### src/rtl/dat_mem_arbiter.sv
// DAT RAM owner: zero-fills the single-port table after reset or a software clear, then
// arbitrates one controller/CSR access per cycle and steers 1-cycle read data back.
module dat_mem_arbiter #(
  parameter int unsigned Depth       = 128,
  parameter int unsigned Aw          = $clog2(Depth),
  parameter int unsigned Width       = 64,
  parameter int unsigned StarveLimit = 4
) (
  input  logic             clk_i,
  input  logic             rst_i,

  input  logic             clear_req_i,
  output logic             init_done_o,

  input  logic             ctl_req_i,
  input  logic             ctl_write_i,
  input  logic [Aw-1:0]    ctl_addr_i,
  input  logic [Width-1:0] ctl_wdata_i,
  input  logic [Width-1:0] ctl_wmask_i,
  output logic             ctl_gnt_o,
  output logic             ctl_rvalid_o,
  output logic [Width-1:0] ctl_rdata_o,

  input  logic             csr_req_i,
  input  logic             csr_write_i,
  input  logic [Aw-1:0]    csr_addr_i,
  input  logic [Width-1:0] csr_wdata_i,
  input  logic [Width-1:0] csr_wmask_i,
  output logic             csr_gnt_o,
  output logic             csr_rvalid_o,
  output logic [Width-1:0] csr_rdata_o,

  output logic             mem_req_o,
  output logic             mem_write_o,
  output logic [Aw-1:0]    mem_addr_o,
  output logic [Width-1:0] mem_wdata_o,
  output logic [Width-1:0] mem_wmask_o,
  input  logic [Width-1:0] mem_rdata_i
);

  localparam int unsigned     Sw        = $clog2(StarveLimit + 1);
  localparam logic [Sw-1:0]   StarveMax = Sw'(StarveLimit);
  localparam logic [Aw-1:0]   LastAddr  = Aw'(Depth - 1);

  typedef enum logic {
    ST_CLEAR,
    ST_ARB
  } state_e;

  typedef enum logic [1:0] {
    OWN_NONE,
    OWN_CTL,
    OWN_CSR
  } owner_e;

  state_e          state_q, state_d;
  logic [Aw-1:0]   clr_addr_q, clr_addr_d;
  logic [Sw-1:0]   starve_q, starve_d;
  owner_e          rd_owner_q, rd_owner_d;
  logic            rd_oob_q, rd_oob_d;
  logic [Width-1:0] ctl_rdata_q, csr_rdata_q;
  logic [Width-1:0] rdata_ret;

  logic             ctl_oob, csr_oob;
  logic             win_write, win_oob;
  logic [Aw-1:0]    win_addr;
  logic [Width-1:0] win_wdata, win_wmask;

  // Entries past Depth only exist when Depth is not a power of two.
  if (Depth == (1 << Aw)) begin : g_pow2
    assign ctl_oob = 1'b0;
    assign csr_oob = 1'b0;
  end else begin : g_npow2
    localparam logic [Aw:0] DepthW = (Aw + 1)'(Depth);
    assign ctl_oob = {1'b0, ctl_addr_i} >= DepthW;
    assign csr_oob = {1'b0, csr_addr_i} >= DepthW;
  end

  always_comb begin
    // NOTE: every output of this block gets a default first, so no path can infer a latch.
    state_d     = state_q;
    clr_addr_d  = clr_addr_q;
    starve_d    = starve_q;
    rd_owner_d  = OWN_NONE;
    rd_oob_d    = 1'b0;
    init_done_o = 1'b0;
    ctl_gnt_o   = 1'b0;
    csr_gnt_o   = 1'b0;
    win_write   = 1'b0;
    win_oob     = 1'b0;
    win_addr    = '0;
    win_wdata   = '0;
    win_wmask   = '0;
    mem_req_o   = 1'b0;
    mem_write_o = 1'b0;
    mem_addr_o  = '0;
    mem_wdata_o = '0;
    mem_wmask_o = '0;

    unique case (state_q)
      ST_CLEAR: begin
        mem_req_o   = 1'b1;
        mem_write_o = 1'b1;
        mem_addr_o  = clr_addr_q;
        mem_wmask_o = '1;
        if (clr_addr_q == LastAddr) begin
          state_d    = ST_ARB;
          clr_addr_d = '0;
        end else begin
          clr_addr_d = clr_addr_q + Aw'(1);
        end
      end

      ST_ARB: begin
        init_done_o = 1'b1;
        if (clear_req_i) begin
          state_d    = ST_CLEAR;
          clr_addr_d = '0;
          starve_d   = '0;
        end else begin
          // The controller normally wins; a starved CSR port gets exactly one turn.
          ctl_gnt_o = ctl_req_i & ~(csr_req_i & (starve_q == StarveMax));
          csr_gnt_o = csr_req_i & ~ctl_gnt_o;

          if (ctl_gnt_o) begin
            win_write = ctl_write_i;
            win_oob   = ctl_oob;
            win_addr  = ctl_addr_i;
            win_wdata = ctl_wdata_i;
            win_wmask = ctl_wmask_i;
            if (!ctl_write_i) rd_owner_d = OWN_CTL;
          end else if (csr_gnt_o) begin
            win_write = csr_write_i;
            win_oob   = csr_oob;
            win_addr  = csr_addr_i;
            win_wdata = csr_wdata_i;
            win_wmask = csr_wmask_i;
            if (!csr_write_i) rd_owner_d = OWN_CSR;
          end

          if ((ctl_gnt_o || csr_gnt_o) && !win_oob) begin
            mem_req_o   = 1'b1;
            mem_write_o = win_write;
            mem_addr_o  = win_addr;
            mem_wdata_o = win_wdata;
            mem_wmask_o = win_wmask;
          end
          rd_oob_d = (rd_owner_d != OWN_NONE) && win_oob;

          if (csr_gnt_o) begin
            starve_d = '0;
          end else if (csr_req_i && ctl_gnt_o && starve_q != StarveMax) begin
            starve_d = starve_q + Sw'(1);
          end
        end
      end
    endcase
  end

  // Out-of-range reads never touched the RAM, so they return zero instead of stale data.
  assign rdata_ret    = rd_oob_q ? '0 : mem_rdata_i;
  assign ctl_rvalid_o = (rd_owner_q == OWN_CTL);
  assign csr_rvalid_o = (rd_owner_q == OWN_CSR);
  assign ctl_rdata_o  = ctl_rvalid_o ? rdata_ret : ctl_rdata_q;
  assign csr_rdata_o  = csr_rvalid_o ? rdata_ret : csr_rdata_q;

  // NOTE: sequential state uses non-blocking assignments so every register samples pre-edge values.
  always_ff @(posedge clk_i) begin
    if (rst_i) begin
      state_q     <= ST_CLEAR;
      clr_addr_q  <= '0;
      starve_q    <= '0;
      rd_owner_q  <= OWN_NONE;
      rd_oob_q    <= 1'b0;
      // NOTE: the held read-data registers are reset too, since their value is visible on the ports.
      ctl_rdata_q <= '0;
      csr_rdata_q <= '0;
    end else begin
      state_q    <= state_d;
      clr_addr_q <= clr_addr_d;
      starve_q   <= starve_d;
      rd_owner_q <= rd_owner_d;
      rd_oob_q   <= rd_oob_d;
      if (ctl_rvalid_o) ctl_rdata_q <= rdata_ret;
      if (csr_rvalid_o) csr_rdata_q <= rdata_ret;
    end
  end

endmodule

### config.mk
export PLATFORM = sky130hd
export DESIGN_NAME = dat_mem_arbiter
export DESIGN_NICKNAME = d
export VERILOG_FILES = /design/src/rtl/dat_mem_arbiter.sv
export SDC_FILE = /design/constraint.sdc
export NUM_CORES = 1
export LEC_CHECK = 0
export ABC_AREA = 1
export CORE_AREA = 2 2 236 238
export CTS_CLUSTER_DIAMETER = 50
export DETAILED_ROUTE_END_ITERATION = 6
export DIE_AREA = 0 0 238 240
export PLACE_DENSITY = 0.54
export SETUP_SLACK_MARGIN = 0.15
export SYNTH_ARGS = -nofsm -noshare
export SYNTH_HDL_FRONTEND = slang
export SYNTH_SLANG_ARGS = --single-unit
### constraint.sdc
create_clock -name clk_i -period 2 [get_ports clk_i]
set_input_delay 0.3 -clock clk_i [delete_from_list [all_inputs] [get_ports clk_i]]
set_output_delay 0.3 -clock clk_i [all_outputs]
set_load 0.05 [all_outputs]
==> summary.md, run 1 <==
| Metric | Value |
|---|---|
| Worst VDD drop | `0.493 mV` |
| TritonRoute pass-1 iters | `5` |
| Internal cell power | `5560 uW` |
| EDFF count, synth | `0` |
| Drt initial violations | `451` |
| Clock sink count | `141` |
| Fin. Hold Viols | `0` |
| Placer congestion estimate | `roughly 0.94` |
| Inst Count DP | `2632` |
| Vias | `11200` |
| CTS tree | `yes` |
| PortBufs | `610` |
| CP Max Fanout | `6` |
| Max-Slew Margin vs Limit | `0.636` |
| Initial Utilization | `0.148` |
| Cts bufs inserted | `17` |
| Post-DP HPWL | `35200 um` |
| Clock Path Buffers | `2` |
| Critical Path Start Type | `register` |
| CTS H-tree depth | `4` |
| Total Power | `7470 uW` |
| First-pass GRT wire length | `71900 um` |
| Setup-failing EPs final | `approximately 270` |
| Floorplan row count | `86` |
| Die height | `240 um` |
| Hold path depth | `2` |
| # nets final | `2374` |
| Avg Inst Size Synth | `just under 6 sq um` |
| Clock share of power | `0.443` |
| Final WS setup | `-0.470 ns` |
| Via density | `4.07` |
| Sw Ratio | `0.257` |
| DRC Markers | `0` |
| Metal-1 WL | `20300 um` |
| Nature of the critical path endpoint | `primary output` |
| Drt wl/cell | `roughly 19 um` |
| Cells after Synth | `1361` |
| Share of layout cells above drive strength 1 | `0.443` |
| Data required, critical path | `1.70 ns` |
| GRT overflow | `0` |
| Setup TNS | `-85.89 ns` |
| Leak | `0.00999 uW` |
| Async set-reset flop share out of synthesis | `0` |
| Initial antenna violation count | `8` |
| Fin Clk Skew | `0.00692 ns` |
| WP data arrival | `2.17 ns` |
| Max Slew Vio Count | `0` |
| Io pins | `between 600 and 700` |
| Synth cell types | `27` |
| Fmax | `between 0.4 and 0.5 GHz` |
| Area delta synth->final | `160%` |
| Main synth FF type | `dfxtp_1` |
| Synthesis-stage register bit count | `141` |
| Pwr/cell area | `354 mW/mm^2` |
| Top sig layer | `met5` |
| Filler cells | `between 5000 and 6000` |
| Max Cap Violations | `0` |
| Vias in the first global route | `about 11000` |
| Largest net degree at the start of global routing | `71` |
| Root Buffer | `clkbuf_16` |
| Switching power of the nets | `1920 uW` |
| Syn. warnings | `0` |
| R2R cell count | `9` |
| Die width | `around 240 um` |
| Met3 wire length | `4270 um` |
| Die area | `0.0571 sq mm` |
| Sequential share of power | `0.377` |
| Status | `complete, but fails checks` |
| Comb pwr share | `0.180` |
| RSZ-0062 raised after global routing | `true` |
| Fin cells | `2754` |
| Final worst-path cycle share | `1.23` |
| Post-route ant nets | `0` |
| Crit path time final | `2.47 ns` |
| Failing checks | `negative setup slack` |
| CP Class | `reg -> out` |
| Worst skew pair latency | `0.44 ns` |
| Sequential element share of the synthesized area | `0.348` |
| Mapped Area | `between 0.008 and 0.009 sq mm` |
| Core Area | `roughly 0.055 sq mm` |
| Worst slew pin tran | `0.547 ns` |
| Clk pin slew, worst setup/hold paths | `0.06 ns` |
| Met2 wire len | `25700 um` |
| Net count after synthesis | `1705` |
| DRT Wirelength | `52000 um` |
| Worst hold path class | `in -> reg` |
| Total track usage | `0.169` |
## worst max-delay path, cell delays in order, from the launching register on
cell       delay, ns
dfxtp_2         0.33
inv_2           0.07
ha_4            0.14
nand3_4         0.09
nand2_4         0.10
buf_6           0.10
nand2_4         0.06
inv_8           0.09
nand2_4         0.07
inv_8           0.09
buf_12          0.12
clkbuf_16       0.14
nand2_1         0.08
nand2_2         0.11
buf_12          0.14
## state kept, by name, indices dropped and copies added, names as in the netlist
| register | flops |
|---|---|
| rd_owner_q | 2 |
| starve_q | 3 |
| ctl_rdata_q | 64 |
| clr_addr_q | 7 |
| state_q | 1 |
| csr_rdata_q | 64 |
## layout by cell type (no fill, tap or decap), types with 4 or more instances in the layout
master,n
inv_1,98
or2_0,24
a21oi_1,10
o21ai_0,67
o21ai_4,36
clkdlybuf4s50_1,339
or2_1,6
dfxtp_1,136
clkinv_4,4
buf_4,46
buf_6,65
nor2_4,4
nor2_1,136
or2_2,71
inv_8,5
diode_2,7
o21ai_2,26
o21ai_1,5
clkinvlp_4,4
a22oi_2,7
nand2_4,33
nand2_2,215
nand3_1,7
or2_4,28
buf_8,15
buf_12,235
inv_2,41
buf_16,25
nand2_1,301
clkbuf_16,28
## through the flow
step	hold WS, ns	area, sq um	setup WS, ns	util
after detailed placement	0.501	17400	-0.360	0.318
after floorplan	0.377	8440	0.134	-
after global routing	0.313	21100	-0.571	0.386
after global placement	0.473	17400	-0.354	0.318
final	0.289	21100	-0.470	0.386
after CTS	0.292	19600	-0.444	0.359
## worst paths after layout
check                           slack [ns]          start              end
worst min register to register        0.53  clr_addr_q[1]    clr_addr_q[1]
worst max-delay path                 -0.47    starve_q[0]  mem_wdata_o[10]
worst min-delay path                  0.29          rst_i  csr_rdata_q[57]
worst max register to register        0.39  rd_owner_q[1]   ctl_rdata_q[6]
## synth_stat cells (3+ instances only)
cell,number,share of area
or2_2,98,0.076
ha_1,3,0.0046
or2_0,31,0.024
buf_1,3,0.0014
inv_1,140,0.065
inv_2,4,0.0019
buf_4,8,0.0074
nand3_1,8,0.0049
a22oi_1,7,0.0065
nor2_1,138,0.064
o21ai_1,7,0.0043
buf_2,14,0.0086
a21oi_1,11,0.0068
dfxtp_1,141,0.35
clkbuf_1,52,0.024
buf_6,8,0.011
nand2_1,548,0.25
o21ai_0,127,0.078
## cells by family after synthesis
kind of cell / Yosys count / synth area share
flip-flops: 141 / 0.348
adder cells (fa/ha/maj): 3 / 0.00463
AO/OA/AOI/OAI: 154 / 0.0978
AND/OR/NAND/NOR: 831 / 0.428
buffers and inverters: 232 / 0.121
## power groups by stage
stage	clock network [uW]	logic (uW)	registers (uW)
after floorplan	0	261	2880
after global placement	0	1080	2880
after detailed placement	0	1080	2880
after CTS	3420	1280	2820
after global routing	3540	1420	2820
final	3310	1340	2820
## cell type report
cell class	instances	area, sq um	area share
sequential	141	2830	0.134
multi-input combinational	988	5770	0.273
inverter	145	598	0.0283
antenna	7	17.5	0.000830
timing repair buffer	737	10400	0.493
clock inverter	13	156	0.00741
clock buffer	19	453	0.0215
tap	704	881	0.0417
## routing by layer
metal  global-route usage  vias up
met1                0.192     5195
li1                     -     5453
met5                    0        -
met4               0.0716        2
met2                0.293      469
met3               0.0521       80
## what timing repair did
| action | in CTS | in global routing |
|---|---|---|
| resized for setup | 245 | 327 |
| buffers inserted | 25 | 23 |
| endpoints found under the setup margin | 268 | 268 |
| gates cloned | 24 | 11 |
| hold buffers | 0 | 0 |
| pin swaps | 18 | 21 |
Note: power is estimated with default switching activity, not from simulation.
==> run 2: changes to the inputs <==
Settings changed: CTS_CLUSTER_SIZE set to 28.
Clock period 2 ns to 2.5 ns, I/O delays scaled along.
==> summary.md, run 2 (synthesis results as in run 1) <==
| Metric | Value |
|---|---|
| CP Class | `reg -> out` |
| RSZ-0062 raised after global routing | `true` |
| R2R cell count | `13 (+4)` |
| Clock Path Buffers | `2 (unchanged)` |
| Io pins | `611 (unchanged)` |
| Initial Utilization | `0.148 (unchanged)` |
| DRT Wirelength | `52400 um (+0.81%)` |
| First-pass GRT wire length | `71700 um (-0.23%)` |
| Largest net degree at the start of global routing | `70 (-1.4%)` |
| Worst R2R Start | `starve_q[0]` |
| Post-DP HPWL | `35200 um (about the same)` |
| Fin cells | `2711 (-1.6%)` |
| Max Slew Vio Count | `0 (unchanged)` |
| Worst VDD drop | `0.411 mV (-17%)` |
| Initial antenna violation count | `5 (-3)` |
| Area delta synth->final | `153%` |
| CTS Hold Bufs | `0 (unchanged)` |
| Core Area | `0.0547 sq mm (unchanged)` |
| Setup TNS | `-3.89 ns (+82.00 ns)` |
| Drt wl/cell | `19.3 um (+2.4%)` |
| Levels on crit path | `13 (-1)` |
| Via density | `4.05 (-0.28%)` |
| Post-route ant nets | `0 (unchanged)` |
| Crit path time final | `2.58 ns` |
| GRT overflow | `0 (unchanged)` |
| Die width | `238 um (unchanged)` |
| Worst Setup EP | `mem_addr_o[6]` |
| Share of layout cells above drive strength 1 | `0.436 (-0.00777)` |
| Clk pin slew, worst setup/hold paths | `0.07 ns (about the same)` |
| TritonRoute pass-1 iters | `5 (unchanged)` |
| R2R Path End | `starve_q[1]` |
| Worst slew pin tran | `0.547 ns (+0.000563 ns)` |
| Slowest cell on the critical path | `dfxtp_2` |
| Floorplan row count | `86 (unchanged)` |
| Inst Count DP | `2622 (-0.38%)` |
| Reg2reg setup slack | `0.63 ns (+0.24 ns)` |
| Max Cap Violations | `0 (unchanged)` |
| Drt initial violations | `364 (-19%)` |
| Vias in the first global route | `11100 (-3.2%)` |
| # nets final | `2337 (-1.6%)` |
| Largest regs | `csr_rdata_q: 64 flops, ctl_rdata_q: 64 flops, clr_addr_q: 7 flops` |
| Final WS setup | `-0.0814 ns (+0.388 ns)` |
| Nature of the critical path endpoint | `primary output` |
| Max-Slew Margin vs Limit | `0.635 (about the same)` |
| Root Buffer | `clkbuf_16` |
| Dpl cell area | `0.0169 sq mm (-2.7%)` |
| WP data arrival | `2.21 ns (+0.04 ns)` |
| Data required, critical path | `2.12 ns (+0.42 ns)` |
| Buffers plus inverters on the worst setup path | `6 (-1)` |
| Die height | `240 um (unchanged)` |
| CTS H-tree depth | `4 (unchanged)` |
| Final worst-path cycle share | `1.03` |
| CP cell instances | `inv_2, ha_4, nand3_4, nand2_4, nand2_4, clkinv_8, nand2_8, clkinv_8, buf_12, buf_12, nand2_1, nand2_2, buf_12` |
| Worst skew pair latency | `0.46 ns (+0.02 ns)` |
| CP delay by family, top | `buffers and inverters` |
| Total Power | `6090 uW (-18%)` |
| Pwr/cell area | `297 mW/mm^2 (-16%)` |
| Fmax | `0.387 GHz` |
| Total track usage | `0.169 (about the same)` |
| Fin. Hold Viols | `0 (unchanged)` |
| Leak | `0.0102 uW (+2.0%)` |
| Worst path max stage delay | `0.35 ns (+0.02 ns)` |
| Vias | `11000 (-1.8%)` |
| Fin Clk Skew | `0.00596 ns (-0.000959 ns)` |
| CTS tree | `yes` |
| Cts bufs inserted | `17 (unchanged)` |
| DRC Markers | `0 (unchanged)` |
| Most used cell, CP | `buf_12` |
| Die area | `0.0571 sq mm (unchanged)` |
| Critical Path Start Type | `register` |
| Commonest non-fill, non-tap cell in the layout | `clkdlybuf4s50_1` |
| Commonest cells after routing, fill and taps aside | `clkdlybuf4s50_1 (339), nand2_1 (263), buf_12 (228)` |
| Placer congestion estimate | `0.932 (-1.2%)` |
| Status | `complete, but fails checks` |
| CP Max Fanout | `6 (unchanged)` |
| Worst hold path class | `in -> reg` |
| Post-route cell area | `0.0205 sq mm (-2.9%)` |
| Launch point of the worst path | `starve_q[0]` |
| Failing checks | `negative setup slack` |
| Clock sink count | `141 (unchanged)` |
| Setup-failing EPs final | `117 (-56%)` |
| PortBufs | `610 (unchanged)` |
run 2: area by class of cell:
| class | count | area [sq um] |
|---|---|---|
| Fill cell | 5535 | 34200 |
| Timing Repair Buffer | 700 | 9650 |
| Multi-Input combinational cell | 988 | 5940 |
| Sequential cell | 141 | 2830 |
| Tap cell | 704 | 881 |
| Inverter | 145 | 593 |
| Clock buffer | 19 | 443 |
| Clock inverter | 13 | 155 |
| Antenna cell | 1 | 2.50 |
run 2: power breakdown:
group / leakage [uW] / internal (uW) / switching (uW)
logic: 0.00876 / 676 / 476
clock network: 0.000289 / 1520 / 1160
registers: 0.00114 / 2250 / 7.97
run 2: how the worst min path moves through the flow:
| stage | depth (start not counted) | end | slack [ns] | start |
|---|---|---|---|---|
| 4_1_cts | 2 | csr_rdata_q[40] | 0.29 | rst_i |
| 3_3_place_gp | 2 | starve_q[1] | 0.48 | starve_q[1] |
| 2_1_floorplan | 1 | rd_owner_q[1] | 0.45 | csr_write_i |
| 5_1_grt | 2 | csr_rdata_q[40] | 0.33 | rst_i |
| 6_report | 2 | csr_rdata_q[40] | 0.32 | rst_i |
| 3_5_place_dp | 2 | starve_q[1] | 0.49 | starve_q[1] |
run 2: through the flow:
step | setup WS, ns | hold WS (ns) | util
after floorplan | 0.315 | 0.452 | -
after global placement | 0.0114 | 0.481 | 0.309
after detailed placement | 0.0122 | 0.490 | 0.309
after CTS | -0.0781 | 0.286 | 0.351
after global routing | -0.186 | 0.327 | 0.375
final | -0.0814 | 0.316 | 0.375
run 2: timing repair:
item                       4_1_cts  5_1_grt
setup endpoints to repair      254      246
pin swaps                       41       47
setup buffers                   18        6
resized for setup              375      317
gates cloned                    19       13
run 2: routing by layer:
| layer | global-route usage | part of all wire | wire, um |
|---|---|---|---|
| met5 | 0 | 0.00052 | 27 |
| met4 | 0.0367 | 0.016 | 849 |
| met3 | 0.0503 | 0.073 | 3810 |
| met2 | 0.303 | 0.51 | 26500 |
| met1 | 0.198 | 0.40 | 21200 |
==> run 3: changes to the inputs <==
Settings changed: MAX_ROUTING_LAYER set to met4, PLACE_DENSITY 0.54 to 0.49.
==> summary.md, run 3 <==
| Metric | Value |
|---|---|
| Synth top cells by count | `nand2_1 (548), dfxtp_1 (141), inv_1 (140), nor2_1 (138), o21ai_0 (127)` |
| Initial Utilization | `0.148 (unchanged)` |
| Die width | `238 um (unchanged)` |
| EDFF count, synth | `0 (unchanged)` |
| Most common cell in the netlist | `nand2_1` |
| Mapped Area | `0.00811 sq mm (unchanged)` |
| Clock Path Buffers | `2 (unchanged)` |
| Die height | `240 um (unchanged)` |
| Largest net degree at the start of global routing | `78 (+11%)` |
| Ranking of synthesized cells by area | `dfxtp_1 (35%), nand2_1 (25%), o21ai_0 (7.8%)` |
| Async set-reset flop share out of synthesis | `0 (unchanged)` |
| Total track usage | `0.158 (-0.0113)` |
| Worst End Pin Type | `output port` |
| PortBufs | `610 (unchanged)` |
| Io pins | `611 (unchanged)` |
| GRT overflow | `0 (unchanged)` |
| Status | `stopped before the end` |
| Worst setup endpoint GRT | `mem_addr_o[0]` |
| Initial antenna violation count | `2 (-3)` |
| Placer congestion estimate | `0.862 (-7.5%)` |
| Synthesis-stage register bit count | `141 (unchanged)` |
| Floorplan row count | `86 (unchanged)` |
| Cells after Synth | `1361 (unchanged)` |
| Fraction of post-synthesis cell area in the top cell type by area | `0.348 (unchanged)` |
| Syn. warnings | `0 (unchanged)` |
| Root Buffer | `clkbuf_16` |
| Top cell type by total area after synthesis | `dfxtp_1` |
| Avg Inst Size Synth | `5.96 sq um (unchanged)` |
| Main synth FF type | `dfxtp_1` |
| Sequential element share of the synthesized area | `0.348 (unchanged)` |
| Vias in the first global route | `10700 (-3.3%)` |
| Run Error | `[ERROR DRT-0255] Maze Route cannot find path of net csr_wmask_i[23] in worker of routeBox ( 193200 193200 ) ( 238000 240000 ).` |
| Post-DP HPWL | `34000 um (-3.6%)` |
| CTS H-tree depth | `4 (unchanged)` |
| Clock sink count | `141 (unchanged)` |
| First-pass GRT wire length | `66700 um (-7.0%)` |
| Synth cell types | `27 (unchanged)` |
| Net count after synthesis | `1705 (unchanged)` |
| CTS Hold Bufs | `0 (unchanged)` |
| Cts bufs inserted | `17 (unchanged)` |
| Stage reached | `5_2_route` |
==> run 3: kinds of logic after synthesis <==
family                   after synthesis  share of synthesized area
AO/OA/AOI/OAI                        154                     0.0978
adder cells (fa/ha/maj)                3                    0.00463
AND/OR/NAND/NOR                      831                      0.428
flip-flops                           141                      0.348
buffers and inverters                232                      0.121
==> run 3: timing repair <==
item | 4_1_cts | 5_1_grt
buffers inserted | 13 | 6
cloned | 9 | 12
pin swaps | 9 | 27
hold endpoints to repair | 0 | 0
setup endpoints to repair | 142 | 207
gates resized for setup | 95 | 244
==> run 3: stage by stage <==
stage / cell area, sq um / hold slack [ns] / cells / worst slack [ns] / TNS, ns
after detailed placement: 17000 / 0.480 / 2622 / -0.0397 / -0.0715
after floorplan: 8110 / 0.452 / 1361 / 0.315 / 0
after global routing: 19200 / 0.326 / 2696 / -0.0506 / -0.740
after CTS: 18200 / 0.310 / 2676 / 0.0253 / 0
after global placement: 17000 / 0.477 / 2622 / -0.0211 / -0.0237
==> run 3: layer usage <==
metal and track usage:
met1 0.176, met2 0.285, met3 0.0417, met4 0.0299
met5 -
==> run 4: changes to the inputs <==
Settings changed: CORE_AREA 2 2 236 238 to 2 2 237 239, CTS_CLUSTER_DIAMETER 50 to not set, CTS_CLUSTER_SIZE 28 to not set, DIE_AREA 0 0 238 240 to 0 0 239 241, MAX_ROUTING_LAYER met4 to not set, PLACE_DENSITY 0.49 to not set, PLACE_DENSITY_LB_ADDON set to 0.15, SETUP_SLACK_MARGIN 0.15 to not set.
==> summary.md, run 4 (synthesis results as in run 1) <==
| Metric | Value |
|---|---|
| CTS Hold Bufs | `0 (unchanged)` |
| Max Cap Violations | `0` |
| Floorplan row count | `86 (unchanged)` |
| Final worst-path cycle share | `1.00` |
| Worst slew pin tran | `about 0.5 ns` |
| Drt initial violations | `382` |
| Die height | `241 um (+0.42%)` |
| Pwr/cell area | `300 mW/mm^2` |
| Initial antenna violation count | `12 (+10)` |
| RSZ-0062 raised after global routing | `true` |
| Share of layout cells above drive strength 1 | `0.370` |
| Filler cells | `5742` |
| DRT Wirelength | `51700 um` |
| Worst path max stage delay | `roughly 0.35 ns` |
| Total Power | `5740 uW` |
| Cts bufs inserted | `17 (unchanged)` |
| Fin. Hold Viols | `0` |
| # nets final | `approximately 2300` |
| Max Slew Vio Count | `0` |
| GRT overflow | `0 (unchanged)` |
| Post-route ant nets | `0` |
| Commonest cells after routing, fill and taps aside | `clkdlybuf4s50_1 (339), nand2_1 (313), buf_12 (222)` |
| Critical Path Start Type | `register` |
| CP Class | `reg -> out` |
| WP data arrival | `approximately 2.1 ns` |
| PortBufs | `610 (unchanged)` |
| Via density | `around 4` |
| CP Max Fanout | `6` |
| Final WS setup | `-0.00506 ns` |
| Clock Path Buffers | `2 (unchanged)` |
| Initial Utilization | `0.148 (-0.000582)` |
| TritonRoute pass-1 iters | `5` |
| CP cell instances | `inv_2, ha_4, nand3_2, nand2_2, nand2_2, inv_4, buf_12, clkbuf_16, clkbuf_16, nand2_1, nand2_1, nand2_1, nand2_2, buf_12` |
| Data required, critical path | `2.12 ns` |
| Worst VDD drop | `0.436 mV` |
| Worst hold path class | `in -> reg` |
| Hold slack | `0.350 ns` |
| Die area | `0.0576 sq mm` |
| CTS tree | `yes` |
| Leak | `about 0.0095 uW` |
| Fmax | `approximately 0.40 GHz` |
| Crit path time final | `about 2.5 ns` |
| Clk pin slew, worst setup/hold paths | `0.06 ns` |
| CTS H-tree depth | `4 (unchanged)` |
| End-of-flow core utilization | `0.349` |
| Io pins | `611 (unchanged)` |
| Vias | `10700` |
| Clock sink count | `141 (unchanged)` |
| Commonest non-fill, non-tap cell in the layout | `clkdlybuf4s50_1` |
| Largest regs | `csr_rdata_q: 64 flops, ctl_rdata_q: 64 flops, clr_addr_q: 7 flops` |
| Root Buffer | `clkbuf_16` |
| Nature of the critical path endpoint | `primary output` |
| Largest net degree at the start of global routing | `71 (-9.0%)` |
| Drt wl/cell | `approximately 19 um` |
| Core Area | `0.0549 sq mm` |
| Placer congestion estimate | `0.964 (+12%)` |
| Die width | `239 um (+0.42%)` |
| Slowest cell on the critical path | `dfxtp_2` |
| Fin Clk Skew | `about 0.007 ns` |
| Failing checks | `negative setup slack` |
| First-pass GRT wire length | `71600 um (+7.4%)` |
| Setup-failing EPs final | `3` |
| Worst skew pair latency | `~0.43 ns` |
| Area delta synth->final | `136%` |
| Total track usage | `0.169 (+0.0113)` |
| Post-DP HPWL | `38300 um (+13%)` |
| Max-Slew Margin vs Limit | `0.658` |
| Vias in the first global route | `10700 (-0.57%)` |
| Status | `complete, but fails checks` |
| DRC Markers | `0` |
| Worst slack at placement | `0.0361 ns (+0.0758 ns)` |
-- run 4: per-layer routing --
layer | global-route usage | wire length [um] | up-vias
met5 | 0.00926 | 81 | -
met4 | 0.0352 | 896 | 12
met3 | 0.0711 | 4820 | 50
met2 | 0.294 | 25400 | 360
met1 | 0.192 | 20500 | 4942
li1 | - | - | 5316
-- run 4: path summary, 6_finish.rpt --
path / cells past startpoint / from / to / slack, ns
min: 2 / rst_i / ctl_rdata_q[6] / 0.35
max: 14 / starve_q[1] / mem_wmask_o[35] / -0.005
max reg2reg: 11 / starve_q[1] / starve_q[1] / 0.78
min reg2reg: 2 / starve_q[1] / starve_q[1] / 0.49
-- run 4: stage by stage --
stage | TNS, ns | std cells | instance area [sq um]
after detailed placement | 0 | 2632 | 17100
after CTS | -1.09 | 2677 | 18200
final | -0.00784 | 2698 | 19100
after global routing | -8.19 | 2695 | 19100
after floorplan | 0 | 1361 | 8110
after global placement | 0 | 2632 | 17100
-- run 4: power by group --
group | internal (uW) | total, uW | switching (uW)
registers | 2250 | 2260 | 7.66
logic | 655 | 1050 | 393
clock network | 1410 | 2430 | 1020
total | 4310 | 5740 | 1430
-- run 4: layout make-up --
cell class              instances  area [sq um]  area share
well taps                     704           881      0.0460
diodes                          7          17.5    0.000915
inverters                     145           564      0.0295
multi-input cells             988          5090       0.266
clock inverters                10          93.8     0.00490
repair buffers                683          9210       0.481
clock buffers                  20           457      0.0239
flip-flops and latches        141          2830       0.148
-- run 4: what timing repair did --
action	in CTS	in global routing
gates resized for setup	103	221
endpoints found under the setup margin	222	180
pin swaps	12	29
gates cloned	8	12
buffers inserted	7	4
-- run 4: critical path, delay by kind of cell, from the launching register on --
| family | cells | cell delay (ns) |
|---|---|---|
| adders and majority gates | 1 | 0.15 |
| buffers and inverters | 6 | 0.74 |
| DFF | 1 | 0.35 |
| and+or+nand+nor | 7 | 0.46 |
==> RTL edit, RTL diff (flow settings as in run 4) <==
Make the reset (`rst_i`) asynchronous in one clocked block.
--- a/src/rtl/dat_mem_arbiter.sv
+++ b/src/rtl/dat_mem_arbiter.sv
@@ -166,5 +166,5 @@
 
   // NOTE: sequential state uses non-blocking assignments so every register samples pre-edge values.
-  always_ff @(posedge clk_i) begin
+  always_ff @(posedge clk_i or posedge rst_i) begin
     if (rst_i) begin
       state_q     <= ST_CLEAR;
Behaviour: differs if rst_i is asserted again (counterexample within 4 cycles, from zero or initial values and one cycle with rst_i high); with rst_i held inactive, the same outputs for 10 cycles.
==> RTL edit against run 4 <==
- the run still ends with setup timing left
- routed wire length up 3.3%
- area after synthesis down 1.4%
- clock skew up 0.0068 ns
- synthesized cell count down 13%
- register-to-register slack better by 0.02 ns
- utilization up 0.11 points
- design area up 0.33%
- setup slack worse by 0.065 ns
- sequential cell count unchanged
- critical endpoint is now mem_wmask_o[14]
- highest routed layer unchanged
Power is not compared: it rests on default switching activity, and its combinational part moved more than twofold at a synthesized area within 25%.
==> RTL edit: results (changes against run 4) <==
Synth Area in Adders = 0.469% (+0.0066 points)
Critical path's largest stage delay = 0.39 ns (+0.04 ns)
Ranking of synthesized cells by area = dfrtp_1 (44%), nand2_1 (30%), o21ai_0 (8.5%)
Worst Skew = 0.0139 ns (+0.00683 ns)
Library cells used by synthesis = 23 (-15%)
Synth top cells by count = nand2_1 (639), dfrtp_1 (141), o21ai_0 (135)
Reg2Reg Depth = 9 (-2)
Critical-path top delay cell = dfrtp_1
Outcome = complete, but fails checks
Dpl cell area = 17600 um2 (+3.4%)
Setup-failing EPs final = 59 (+56)
Ratio of cells with drive above 1 in the final layout = 30.8% (-6.2 points)
Fin nets = 2141 (-7.7%)
Flop2flop setup slack = 0.80 ns (+0.02 ns)
WL per Instance = 21.2 um (+11%)
Vias in the first global route = 10100 (-5.3%)
Largest net degree at the start of global routing = 93 (+31%)
First-pass GRT wire length = 72.0 mm (+0.62%)
RePlAce Congestion = 0.898 (-6.8%)
Tightest Pin Transition = 0.509 ns (-0.00257 ns)
Setup TNS = -1.79 ns (-1.78 ns)
Worst setup margin = -0.0701 ns (-0.0651 ns)
Critical Path AT = 2.20 ns (+0.07 ns)
Htree depth = 4 (unchanged)
FILL cells = 5678 (-1.1%)
Seq/Total Area, Yosys = 44.1% (+9.3 points)
Post-synthesis xor/xnor area fraction = 0.219% (+0.22 points)
Violated checks = setup timing
Iteration-0 DRC Markers = 475 (+24%)
Kind of path behind the tightest hold check = primary input to async pin
FF-to-FF End = starve_q[1]$_DFFE_PP0P_
Crit-path max FO = 8 (+2)
Total GRT Usage = 17.5% (+0.61 points)
Clk Latency, worst-skew pair = 0.45 ns (+0.02 ns)
Met3 usage = 5.90% (-1.2 points)
Initial antenna violation count = 16 (+4)
DPL Wire Length = 42.7 mm (+11%)
Setup crit end = mem_wmask_o[14]
GRT met2 Usage = 34.4% (+5.0 points)
Critical R2R Launch = starve_q[0]$_DFFE_PP0P_
Asr flop ratio synth = 100% (+100 points)
==> RTL edit: cell count changes after synthesis, moves of 7 or more <==
cell / change
a21oi_1: +47
a21oi_2: +11
a22oi_1: -7
buf_2: +11
clkbuf_1: -21
dfrtp_1: +141
dfxtp_1: -141
inv_1: -59
nand2_1: +91
nor2_1: -128
o21ai_0: +8
o21ai_1: -7
or2_0: -31
or2_2: -98
==> RTL edit: power groups by stage <==
stage | registers (mW) | clock network [mW] | logic [mW]
2_1_floorplan | 2.73 | 0 | 2.15
3_3_place_gp | 2.75 | 0 | 4.69
3_5_place_dp | 2.75 | 0 | 4.70
4_1_cts | 2.72 | 2.70 | 4.90
5_1_grt | 2.75 | 2.77 | 5.19
6_report | 2.72 | 2.56 | 4.93
==> RTL edit: stage by stage <==
step | instances | hold slack [ns] | setup slack (ns)
global placement | 2458 | 0.486 | -0.110
CTS | 2507 | 0.267 | -0.118
floorplan | 1183 | 0.441 | -0.578
detailed placement | 2458 | 0.494 | -0.150
global route | 2517 | 0.300 | -0.192
finish | 2520 | 0.281 | -0.0701
==> RTL edit: worst min path at each step <==
stage,startpoint,end,slack [ns],cells after the start
2_1_floorplan,csr_write_i,rd_owner_q[1]$_DFF_PP0_,0.44,1
3_3_place_gp,csr_rdata_q[40]$_DFF_PP0_,csr_rdata_q[40]$_DFF_PP0_,0.49,2
3_5_place_dp,csr_rdata_q[45]$_DFF_PP0_,csr_rdata_q[45]$_DFF_PP0_,0.49,2
4_1_cts,rst_i,ctl_rdata_q[58]$_DFF_PP0_,0.27,2
5_1_grt,rst_i,ctl_rdata_q[55]$_DFF_PP0_,0.30,2
6_report,rst_i,ctl_rdata_q[55]$_DFF_PP0_,0.28,2
==> RTL edit: cell type report <==
class | count | area (um2) | area share [%]
Tap cell | 704 | 881 | 4.59
Sequential cell | 141 | 3530 | 18.4
Clock inverter | 13 | 140 | 0.730
Inverter | 86 | 344 | 1.79
Timing Repair Buffer | 673 | 9500 | 49.5
Multi-Input combinational cell | 877 | 4340 | 22.6
Timing Repair inverter | 1 | 6.26 | 0.0326
Antenna cell | 6 | 15.0 | 0.0782
Clock buffer | 19 | 443 | 2.31
==> RTL edit: repair_timing <==
action,4_1_cts,5_1_grt
setup endpoints to repair,210,208
hold endpoints to repair,0,0
setup buffers,11,5
gates resized for setup,180,93
pin swaps,46,41
gates cloned,7,4
==> RTL edit: worst max-delay path, delay by kind of cell (launching register included) <==
kind            cells  cell delay [ns]
simple gates        5             0.32
fa+ha+maj           1             0.15
flops               1             0.39
compound gates      1             0.20
buf+inv             5             0.67
==> RTL edit: per-layer routing <==
layer	vias to the layer above	routed length, um
met4	20	996
met5	-	137
li1	4915	-
met3	59	3810
met1	4693	18300
met2	351	30200
